## config.mk

```make
export PLATFORM = sky130hd
export DESIGN_NAME = ltc2324_capture_ctrl_flat
export DESIGN_NICKNAME = d
export VERILOG_FILES = /design/src/rtl/ltc2324_cap_pkg.sv /design/src/rtl/ltc2324_capture_ctrl_if.sv /design/src/rtl/ltc2324_axis_fifo.sv /design/src/rtl/ltc2324_capture_ctrl.sv /design/src/flat_wrapper.sv
export SDC_FILE = /design/constraint.sdc
export NUM_CORES = 1
export LEC_CHECK = 0
export ABC_AREA = 1
export ABC_CLOCK_PERIOD_IN_PS = 21200
export BUFFER_PORTS_ARGS = -buffer_cell sky130_fd_sc_hd__buf_2
export CORE_MARGIN = 2
export CORE_UTILIZATION = 50
export CTS_CLUSTER_DIAMETER = 80
export CTS_CLUSTER_SIZE = 40
export DETAILED_ROUTE_END_ITERATION = 8
export MAX_ROUTING_LAYER = met4
export PLACE_DENSITY = 0.78
export SYNTH_ARGS = -nofsm -noshare
export SYNTH_HDL_FRONTEND = slang
export SYNTH_SLANG_ARGS = --single-unit
```

## constraint.sdc

```tcl
create_clock -name clk -period 21.2 [get_ports clk]
set_input_delay 6.36 -clock clk [delete_from_list [all_inputs] [get_ports clk]]
set_output_delay 6.36 -clock clk [all_outputs]
set_load 0.01 [all_outputs]
```

## src/rtl/ltc2324_cap_pkg.sv

```systemverilog
// Shared types and constants for the LTC2324 capture controller.
package ltc2324_cap_pkg;

    localparam int unsigned AXIS_W   = 32;
    localparam int unsigned HW_W     = 16;
    localparam int unsigned NUM_CH   = 4;
    localparam int unsigned CH_IDX_W = 2;

    typedef enum logic [1:0] {
        S_IDLE  = 2'd0,
        S_RUN   = 2'd1,
        S_FLUSH = 2'd2
    } cap_state_e;

    typedef struct packed {
        logic              last;
        logic [AXIS_W-1:0] data;
    } axis_word_t;

    // Index of the lowest set bit; channel order ch1 -> ch4.
    function automatic logic [CH_IDX_W-1:0] first_ch(input logic [NUM_CH-1:0] m);
        logic [CH_IDX_W-1:0] idx;
        idx = '0;
        for (int i = NUM_CH - 1; i >= 0; i--) begin
            if (m[i]) idx = CH_IDX_W'(i);
        end
        return idx;
    endfunction

endpackage

```

## src/rtl/ltc2324_capture_ctrl_if.sv

```systemverilog
// AXI-Stream output bundle of the capture controller.
interface ltc2324_capture_ctrl_if;
    import ltc2324_cap_pkg::*;

    logic [AXIS_W-1:0] tdata;
    logic              tvalid;
    logic              tready;
    logic              tlast;

    modport master (output tdata, output tvalid, output tlast, input tready);
    modport slave  (input tdata, input tvalid, input tlast, output tready);

endinterface

```

## src/rtl/ltc2324_axis_fifo.sv

```systemverilog
// First-word-fall-through FIFO holding {tlast, tdata}; pushes while full are ignored.
module ltc2324_axis_fifo
    import ltc2324_cap_pkg::*;
#(
    parameter int unsigned DEPTH = 8
) (
    input  logic       clk,
    input  logic       rst,
    input  logic       push_i,
    input  axis_word_t wdata_i,
    input  logic       pop_i,
    output axis_word_t rdata_o,
    output logic       full_o,
    output logic       empty_o,
    output logic       empty_nxt_c
);

    localparam int unsigned PTR_W = $clog2(DEPTH);
    localparam int unsigned CNT_W = PTR_W + 1;

    axis_word_t       mem_q [DEPTH];
    logic [PTR_W-1:0] wr_ptr_q, rd_ptr_q;
    logic [CNT_W-1:0] cnt_q, cnt_d;
    logic             full_q, empty_q;
    logic             do_push, do_pop;

    assign do_push = push_i & ~full_q;
    assign do_pop  = pop_i & ~empty_q;

    always_comb begin
        cnt_d = cnt_q;
        case ({do_push, do_pop})
            2'b10:   cnt_d = cnt_q + CNT_W'(1);
            2'b01:   cnt_d = cnt_q - CNT_W'(1);
            default: cnt_d = cnt_q;
        endcase
    end

    always_ff @(posedge clk or posedge rst) begin
        if (rst) begin
            wr_ptr_q <= '0;
            rd_ptr_q <= '0;
            cnt_q    <= '0;
            full_q   <= 1'b0;
            empty_q  <= 1'b1;
            mem_q    <= '{default: '0};
        end else begin
            if (do_push) begin
                mem_q[wr_ptr_q] <= wdata_i;
                wr_ptr_q        <= wr_ptr_q + PTR_W'(1);
            end
            if (do_pop) rd_ptr_q <= rd_ptr_q + PTR_W'(1);
            cnt_q   <= cnt_d;
            full_q  <= (cnt_d == CNT_W'(DEPTH));
            empty_q <= (cnt_d == '0);
        end
    end

    assign rdata_o     = mem_q[rd_ptr_q];
    assign full_o      = full_q;
    assign empty_o     = empty_q;
    assign empty_nxt_c = (cnt_d == '0);

endmodule

```

## src/rtl/ltc2324_capture_ctrl.sv

```systemverilog
// LTC2324 capture sequencer: drives sample_en, serializes enabled channels into
// 32-bit AXIS words framed by frame_len sample sets.
module ltc2324_capture_ctrl
    import ltc2324_cap_pkg::*;
#(
    parameter int unsigned FRAME_LEN_W = 16,
    parameter int unsigned FIFO_DEPTH  = 8
) (
    input  logic                   clk,
    input  logic                   rst,
    input  logic                   start_i,
    input  logic                   stop_i,
    input  logic                   continuous_i,
    input  logic [FRAME_LEN_W-1:0] frame_len_i,
    input  logic [NUM_CH-1:0]      ch_mask_i,
    output logic                   sample_en_o,
    input  logic                   adc_valid_i,
    input  logic [HW_W-1:0]        adc_ch1_i,
    input  logic [HW_W-1:0]        adc_ch2_i,
    input  logic [HW_W-1:0]        adc_ch3_i,
    input  logic [HW_W-1:0]        adc_ch4_i,
    ltc2324_capture_ctrl_if.master m_axis,
    output logic                   busy_o,
    output logic                   frame_done_o,
    output logic                   overflow_o
);

    cap_state_e                    state_q, state_d;
    logic [FRAME_LEN_W-1:0]        len_q, len_d, count_q, count_d;
    logic [NUM_CH-1:0]             mask_q, mask_d, rem_q, rem_d;
    logic                          cont_q, cont_d;
    logic                          stop_pend_q, stop_pend_d;
    logic [NUM_CH-1:0][HW_W-1:0]   hold_q, hold_d;
    logic                          last_set_q, last_set_d;
    logic [HW_W-1:0]               half_q, half_d;
    logic                          half_vld_q, half_vld_d;
    logic                          pend_last_q, pend_last_d;
    logic                          overflow_q, overflow_d;
    logic                          frame_done_q, frame_done_d;
    logic                          sample_en_q, sample_en_d;
    logic                          busy_q, busy_d;

    logic [CH_IDX_W-1:0]           ch_idx_c;
    logic [HW_W-1:0]               hw_c;
    logic [NUM_CH-1:0]             rem_after_c;
    logic                          ser_busy_c, final_hw_c;
    logic                          ser_push_c;
    axis_word_t                    ser_word_c;
    logic                          fifo_push_c;
    axis_word_t                    fifo_wdata_c, fifo_rdata;
    logic                          fifo_full, fifo_empty, fifo_empty_nxt;

    assign ser_busy_c  = (rem_q != '0);
    assign ch_idx_c    = first_ch(rem_q);
    assign hw_c        = hold_q[ch_idx_c];
    assign rem_after_c = rem_q & ~(NUM_CH'(1) << ch_idx_c);
    assign final_hw_c  = ser_busy_c & last_set_q & (rem_after_c == '0);

    always_ff @(posedge clk or posedge rst) begin
        if (rst) begin
            state_q      <= S_IDLE;
            len_q        <= '0;
            count_q      <= '0;
            mask_q       <= '0;
            rem_q        <= '0;
            cont_q       <= 1'b0;
            stop_pend_q  <= 1'b0;
            hold_q       <= '0;
            last_set_q   <= 1'b0;
            half_q       <= '0;
            half_vld_q   <= 1'b0;
            pend_last_q  <= 1'b0;
            overflow_q   <= 1'b0;
            frame_done_q <= 1'b0;
            sample_en_q  <= 1'b0;
            busy_q       <= 1'b0;
        end else begin
            state_q      <= state_d;
            len_q        <= len_d;
            count_q      <= count_d;
            mask_q       <= mask_d;
            rem_q        <= rem_d;
            cont_q       <= cont_d;
            stop_pend_q  <= stop_pend_d;
            hold_q       <= hold_d;
            last_set_q   <= last_set_d;
            half_q       <= half_d;
            half_vld_q   <= half_vld_d;
            pend_last_q  <= pend_last_d;
            overflow_q   <= overflow_d;
            frame_done_q <= frame_done_d;
            sample_en_q  <= sample_en_d;
            busy_q       <= busy_d;
        end
    end

    always_comb begin
        state_d      = state_q;
        len_d        = len_q;
        count_d      = count_q;
        mask_d       = mask_q;
        rem_d        = rem_q;
        cont_d       = cont_q;
        stop_pend_d  = stop_pend_q | stop_i;
        hold_d       = hold_q;
        last_set_d   = last_set_q;
        half_d       = half_q;
        half_vld_d   = half_vld_q;
        pend_last_d  = pend_last_q;
        overflow_d   = overflow_q;
        frame_done_d = 1'b0;
        ser_push_c   = 1'b0;
        ser_word_c   = '0;
        fifo_push_c  = 1'b0;
        fifo_wdata_c = '0;

        // Serializer and packer: one halfword per cycle while channels remain.
        if (ser_busy_c) begin
            rem_d = rem_after_c;
            if (final_hw_c) last_set_d = 1'b0;
            if (half_vld_q) begin
                ser_push_c = 1'b1;
                ser_word_c = '{last: final_hw_c, data: {hw_c, half_q}};
                half_vld_d = 1'b0;
            end else if (final_hw_c) begin
                ser_push_c = 1'b1;
                ser_word_c = '{last: 1'b1, data: {HW_W'(0), hw_c}};
            end else begin
                half_d     = hw_c;
                half_vld_d = 1'b1;
            end
        end

        // A dropped tlast word hands its frame marker to the next word that fits.
        if (ser_push_c) begin
            if (fifo_full) begin
                overflow_d = 1'b1;
                if (ser_word_c.last) pend_last_d = 1'b1;
            end else begin
                fifo_push_c  = 1'b1;
                fifo_wdata_c = '{last: ser_word_c.last | pend_last_q, data: ser_word_c.data};
                frame_done_d = ser_word_c.last | pend_last_q;
                pend_last_d  = 1'b0;
            end
        end

        case (state_q)
            S_IDLE: begin
                if (start_i && (ch_mask_i != '0) && (frame_len_i != '0)) begin
                    len_d      = frame_len_i;
                    mask_d     = ch_mask_i;
                    cont_d     = continuous_i;
                    count_d    = '0;
                    overflow_d = 1'b0;
                    state_d    = S_RUN;
                end
            end
            S_RUN: begin
                if (adc_valid_i) begin
                    if (ser_busy_c) begin
                        overflow_d = 1'b1;
                    end else begin
                        hold_d = {adc_ch4_i, adc_ch3_i, adc_ch2_i, adc_ch1_i};
                        rem_d  = mask_q;
                        if ((count_q + FRAME_LEN_W'(1)) == len_q) begin
                            count_d    = '0;
                            last_set_d = 1'b1;
                            state_d    = S_FLUSH;
                        end else begin
                            count_d = count_q + FRAME_LEN_W'(1);
                        end
                    end
                end
            end
            S_FLUSH: begin
                if (!ser_busy_c) begin
                    state_d = (cont_q && !stop_pend_d) ? S_RUN : S_IDLE;
                end
            end
            default: state_d = S_IDLE;
        endcase

        if ((state_d == S_IDLE) && (state_q != S_IDLE)) stop_pend_d = 1'b0;

        sample_en_d = (state_d == S_RUN) ||
                      ((state_d == S_FLUSH) && cont_d && !stop_pend_d);
        busy_d      = (state_d != S_IDLE) || !fifo_empty_nxt;
    end

    ltc2324_axis_fifo #(
        .DEPTH (FIFO_DEPTH)
    ) u_fifo (
        .clk         (clk),
        .rst         (rst),
        .push_i      (fifo_push_c),
        .wdata_i     (fifo_wdata_c),
        .pop_i       (m_axis.tready),
        .rdata_o     (fifo_rdata),
        .full_o      (fifo_full),
        .empty_o     (fifo_empty),
        .empty_nxt_c (fifo_empty_nxt)
    );

    assign m_axis.tdata  = fifo_rdata.data;
    assign m_axis.tlast  = fifo_rdata.last;
    assign m_axis.tvalid = ~fifo_empty;

    assign sample_en_o  = sample_en_q;
    assign busy_o       = busy_q;
    assign frame_done_o = frame_done_q;
    assign overflow_o   = overflow_q;

endmodule
```

## src/flat_wrapper.sv

```systemverilog
// flat-port wrapper written by rule: the top's interface ports become plain ports
module ltc2324_capture_ctrl_flat import ltc2324_cap_pkg::*;
#(
    parameter int unsigned FRAME_LEN_W = 16,
    parameter int unsigned FIFO_DEPTH  = 8
)
  (clk, rst, start_i, stop_i, continuous_i, frame_len_i, ch_mask_i, sample_en_o, adc_valid_i, adc_ch1_i, adc_ch2_i, adc_ch3_i, adc_ch4_i, busy_o, frame_done_o, overflow_o, m_axis_tdata, m_axis_tvalid, m_axis_tlast, m_axis_tready);
  ltc2324_capture_ctrl_if m_axis_i ();
  input  logic clk;
  input  logic rst;
  input  logic start_i;
  input  logic stop_i;
  input  logic continuous_i;
  input  logic [FRAME_LEN_W-1:0] frame_len_i;
  input  logic [NUM_CH-1:0] ch_mask_i;
  output logic sample_en_o;
  input  logic adc_valid_i;
  input  logic [HW_W-1:0] adc_ch1_i;
  input  logic [HW_W-1:0] adc_ch2_i;
  input  logic [HW_W-1:0] adc_ch3_i;
  input  logic [HW_W-1:0] adc_ch4_i;
  output logic busy_o;
  output logic frame_done_o;
  output logic overflow_o;
  output wire logic [$bits(m_axis_i.tdata)-1:0] m_axis_tdata;
  output wire logic [$bits(m_axis_i.tvalid)-1:0] m_axis_tvalid;
  output wire logic [$bits(m_axis_i.tlast)-1:0] m_axis_tlast;
  input wire logic [$bits(m_axis_i.tready)-1:0] m_axis_tready;
  assign m_axis_tdata = m_axis_i.tdata;
  assign m_axis_tvalid = m_axis_i.tvalid;
  assign m_axis_tlast = m_axis_i.tlast;
  assign m_axis_i.tready = m_axis_tready;
  ltc2324_capture_ctrl #(.FRAME_LEN_W(FRAME_LEN_W), .FIFO_DEPTH(FIFO_DEPTH)) u_core (.clk(clk), .rst(rst), .start_i(start_i), .stop_i(stop_i), .continuous_i(continuous_i), .frame_len_i(frame_len_i), .ch_mask_i(ch_mask_i), .sample_en_o(sample_en_o), .adc_valid_i(adc_valid_i), .adc_ch1_i(adc_ch1_i), .adc_ch2_i(adc_ch2_i), .adc_ch3_i(adc_ch3_i), .adc_ch4_i(adc_ch4_i), .m_axis(m_axis_i), .busy_o(busy_o), .frame_done_o(frame_done_o), .overflow_o(overflow_o));
endmodule
```

==> metrics.cfg <==
[synthesis]
syn_inst=2485
synthMuxAreaShare_pct=0
yosys_warnings=0
synthXorXnorAreaFrac_pct=0.659
synth_compound_gate_area_share_pct=18.0
synth_top_family_by_area=simple AND/OR/NAND/NOR gates
synth_area_per_cell_um2=7.79
synth_top_cell_by_area=dfrtp_1
yosysSeqAreaShare_pct=52.6
synth_top_area_share_pct=52.5
dominantRegCellSynth=dfrtp_1
synth_cell_type_count=41
synth_fa_ha_area_share_pct=0.388
synth_fp_nets=2582
yosys-top-cells-area=dfrtp_1, nand2_1, o21ai_0
synthSimpleGateAreaFrac_pct=20.4
netlist_area_um2=19400
yosys_register_bits=407
synth-edff-count=0
synth_async_sr_flop_share_pct=100

[worst_setup_path]
r2r_cells=16
path_class=reg -> out
start_kind=flop
cp_common_cell=buf_4
crit_family=buffers and inverters
cp.arrival_ns=3.96
endpoint_kind=output port
path_cells=buf_4 > inv_4 > buf_4 > nor2_1 > o21ai_0 > a21oi_1 > a31oi_1 > buf_2
worst-path-buf-inv=4
critical_path.max_stage_delay_ns=0.82
cp.required_ns=14.84
slowest_stage=inv_4
crit_cells=8
crit_fanout=103

[routing]
vias=17200
drtAntennaViolNets=0
wl_per_cell_um=17.5
drtIter0Drc=1417
drc=0
drt_pass1_iterations=6
vias_per_cell=5.66
routed_wl_um=53300

[grt]
grt_use_total_pct=27.1
antenna_found_initial=0
grt-ovfl-total=0
grt_max_degree=143
grt_pass1_wl_um=86900
grt_pass1_vias=16600

[placed_design]
hpwl_um=31900
dpl.cell_count=3006
place.gp.congestion=0.873
io_buffer_count=128

[floorplanning]
core_area_um2=38500
die_x_um=201
io-pin-count=129
die_h_um=201
die_area_um2=40300
initial_core_util_pct=50.4
rows=72

[final_layout]
drive_gt1_share_pct=8.45
layout_common_cells=nand2_1, o21ai_0, dfrtp_1
utilization_pct=54.3
num_antenna_cells=0
final_nets=2606
final_common_cell=nand2_1
area.growth.synth_to_final_pct=7.87
post_layout_nonfiller_instances=3039

[sta]
slew_headroom_pct=20.1
period_needed_ns=10.32
period_share_pct=48.7
rsz0062_at_grt=no
finalSetupTns_ns=0
setup_viol=0
hold_viol=0
final_max_slew_viol_count=0
clock_skew_ns=0.0384
fmax_mhz=96.9
max_slew.worst_pin.slew_ns=1.20

[power_and_ir_drop]
pwr-share-clk_pct=16.8
p_total_uw=2800
p_int_uw=1570
pwr-share-comb_pct=42.3
p_leak_uw=0.0103
switchingPower_uw=1240
powerDensity_nw_per_um2=134
swShare_pct=44.1
seq_power_share_pct=40.9
ir_drop_uv=108

[clocking]
clock-sinks=407
tritoncts=done
ctsHoldBuffers=0
ctsHtreeMaxLevel=1
cts.clk_slew.worst_paths_ns=0.10
cts_buffer_depth=3
insertion_delay_ns=0.56
cts_root_buf=clkbuf_16
cts_resized=0
cts_inserted_buffers=19
post-cts-setup-buffers=0

[worst_hold_path]
hold_depth=2
min-delay-path-class=reg -> reg

[job]
drv_cap=0

[outcome]
status=finished clean

==> Yosys cell counts (all sizes together) (3+ instances only) <==
| master | count |
|---|---|
| nand4 | 11 |
| a21oi | 106 |
| a31oi | 34 |
| xnor2 | 4 |
| nand3b | 3 |
| nand2 | 806 |
| or2 | 4 |
| nor4 | 5 |
| inv | 236 |
| ha | 6 |
| nor3 | 4 |
| clkinv | 3 |
| o22ai | 23 |
| buf | 44 |
| dfrtp | 406 |
| clkbuf | 103 |
| xor2 | 8 |
| nor2 | 113 |
| o21ai | 485 |
| o21a | 18 |
| nand3 | 54 |
==> layout make-up <==
class / count / area, um^2
clock buffer: 21 / 483
clock inverter: 12 / 179
fill: 3650 / 17600
inverter: 239 / 907
multi-input combinational: 1692 / 7680
sequential: 407 / 10200
tap: 518 / 648
timing repair buffer: 150 / 806
==> worst register-to-register path: cells and delay by family, from the launching register on <==
family          cells  cell delay (ns)
flops               1             0.42
simple gates        9             2.02
compound gates      2             0.21
buf+inv             5             1.90
==> worst paths after layout <==
check,startpoint,to,slack (ns)
setup / recovery,u_core.u_fifo.rd_ptr_q[0],m_axis_tdata[23],10.88
hold / removal,u_core.u_fifo.mem_q[154],u_core.u_fifo.mem_q[154],0.48
setup reg to reg,u_core.rem_q[0],u_core.u_fifo.mem_q[164],16.55
hold reg to reg,u_core.u_fifo.mem_q[154],u_core.u_fifo.mem_q[154],0.48
max in group asynchronous,rst,u_core.u_fifo.mem_q[120],12.63
min in group asynchronous,rst,u_core.hold_q[38],6.00
==> power by group through the flow <==
| stage | Clock (uW) | Combinational (uW) | Sequential (uW) |
|---|---|---|---|
| 2_1_floorplan | 0 | 812 | 1130 |
| 3_3_place_gp | 0 | 1130 | 1150 |
| 3_5_place_dp | 0 | 1160 | 1160 |
| 4_1_cts | 479 | 1170 | 1140 |
| 5_1_grt | 504 | 1320 | 1170 |
| 6_report | 471 | 1180 | 1150 |
==> kinds of logic (layout without fill, tap and decap cells) <==
logic type               count (synthesis)  after routing
XOR/XNOR                                13             13
flip-flops                             407            407
buffers and inverters                  386            422
adder cells (fa/ha/maj)                  6              6
AO/OA/AOI/OAI                          671            671
AND/OR/NAND/NOR                       1002           1002
==> sequential cells by signal, indices dropped and copies added, names as in the netlist <==
name                    cells
u_core.u_fifo.cnt_q         4
u_core.u_fifo.full_o        1
u_core.frame_done_o         1
u_core.mask_q               4
u_core.len_q               16
u_core.sample_en_o          1
u_core.half_vld_q           1
u_core.u_fifo.empty_o       1
u_core.count_q             16
u_core.last_set_q           1
u_core.overflow_o           1
u_core.u_fifo.wr_ptr_q      3
u_core.half_q              16
u_core.u_fifo.mem_q       264
u_core.rem_q                4
u_core.stop_pend_q          1
u_core.u_fifo.rd_ptr_q      3
u_core.cont_q               1
u_core.state_q              2
u_core.pend_last_q          1
u_core.busy_o               1
u_core.hold_q              64
==> layer usage <==
metal | track usage (%) | vias up | share of wire [%]
li1 | - | 8016 | -
met1 | 38.2 | 8314 | 43
met2 | 41.9 | 777 | 46
met3 | 2.73 | 102 | 7.8
met4 | 8.23 | 0 | 2.7
met5 | - | - | 0
==> stage by stage <==
| step | hold slack [ns] | setup WS (ns) | area [um^2] |
|---|---|---|---|
| after floorplan | 0.437 | 3.52 | 19400 |
| after global placement | 0.448 | 11.60 | 20200 |
| after detailed placement | 0.454 | 11.57 | 20200 |
| after CTS | 0.479 | 10.99 | 20900 |
| after global routing | 0.494 | 10.74 | 20900 |
| final | 0.478 | 10.88 | 20900 |
Power figures use the tool's default switching activity.
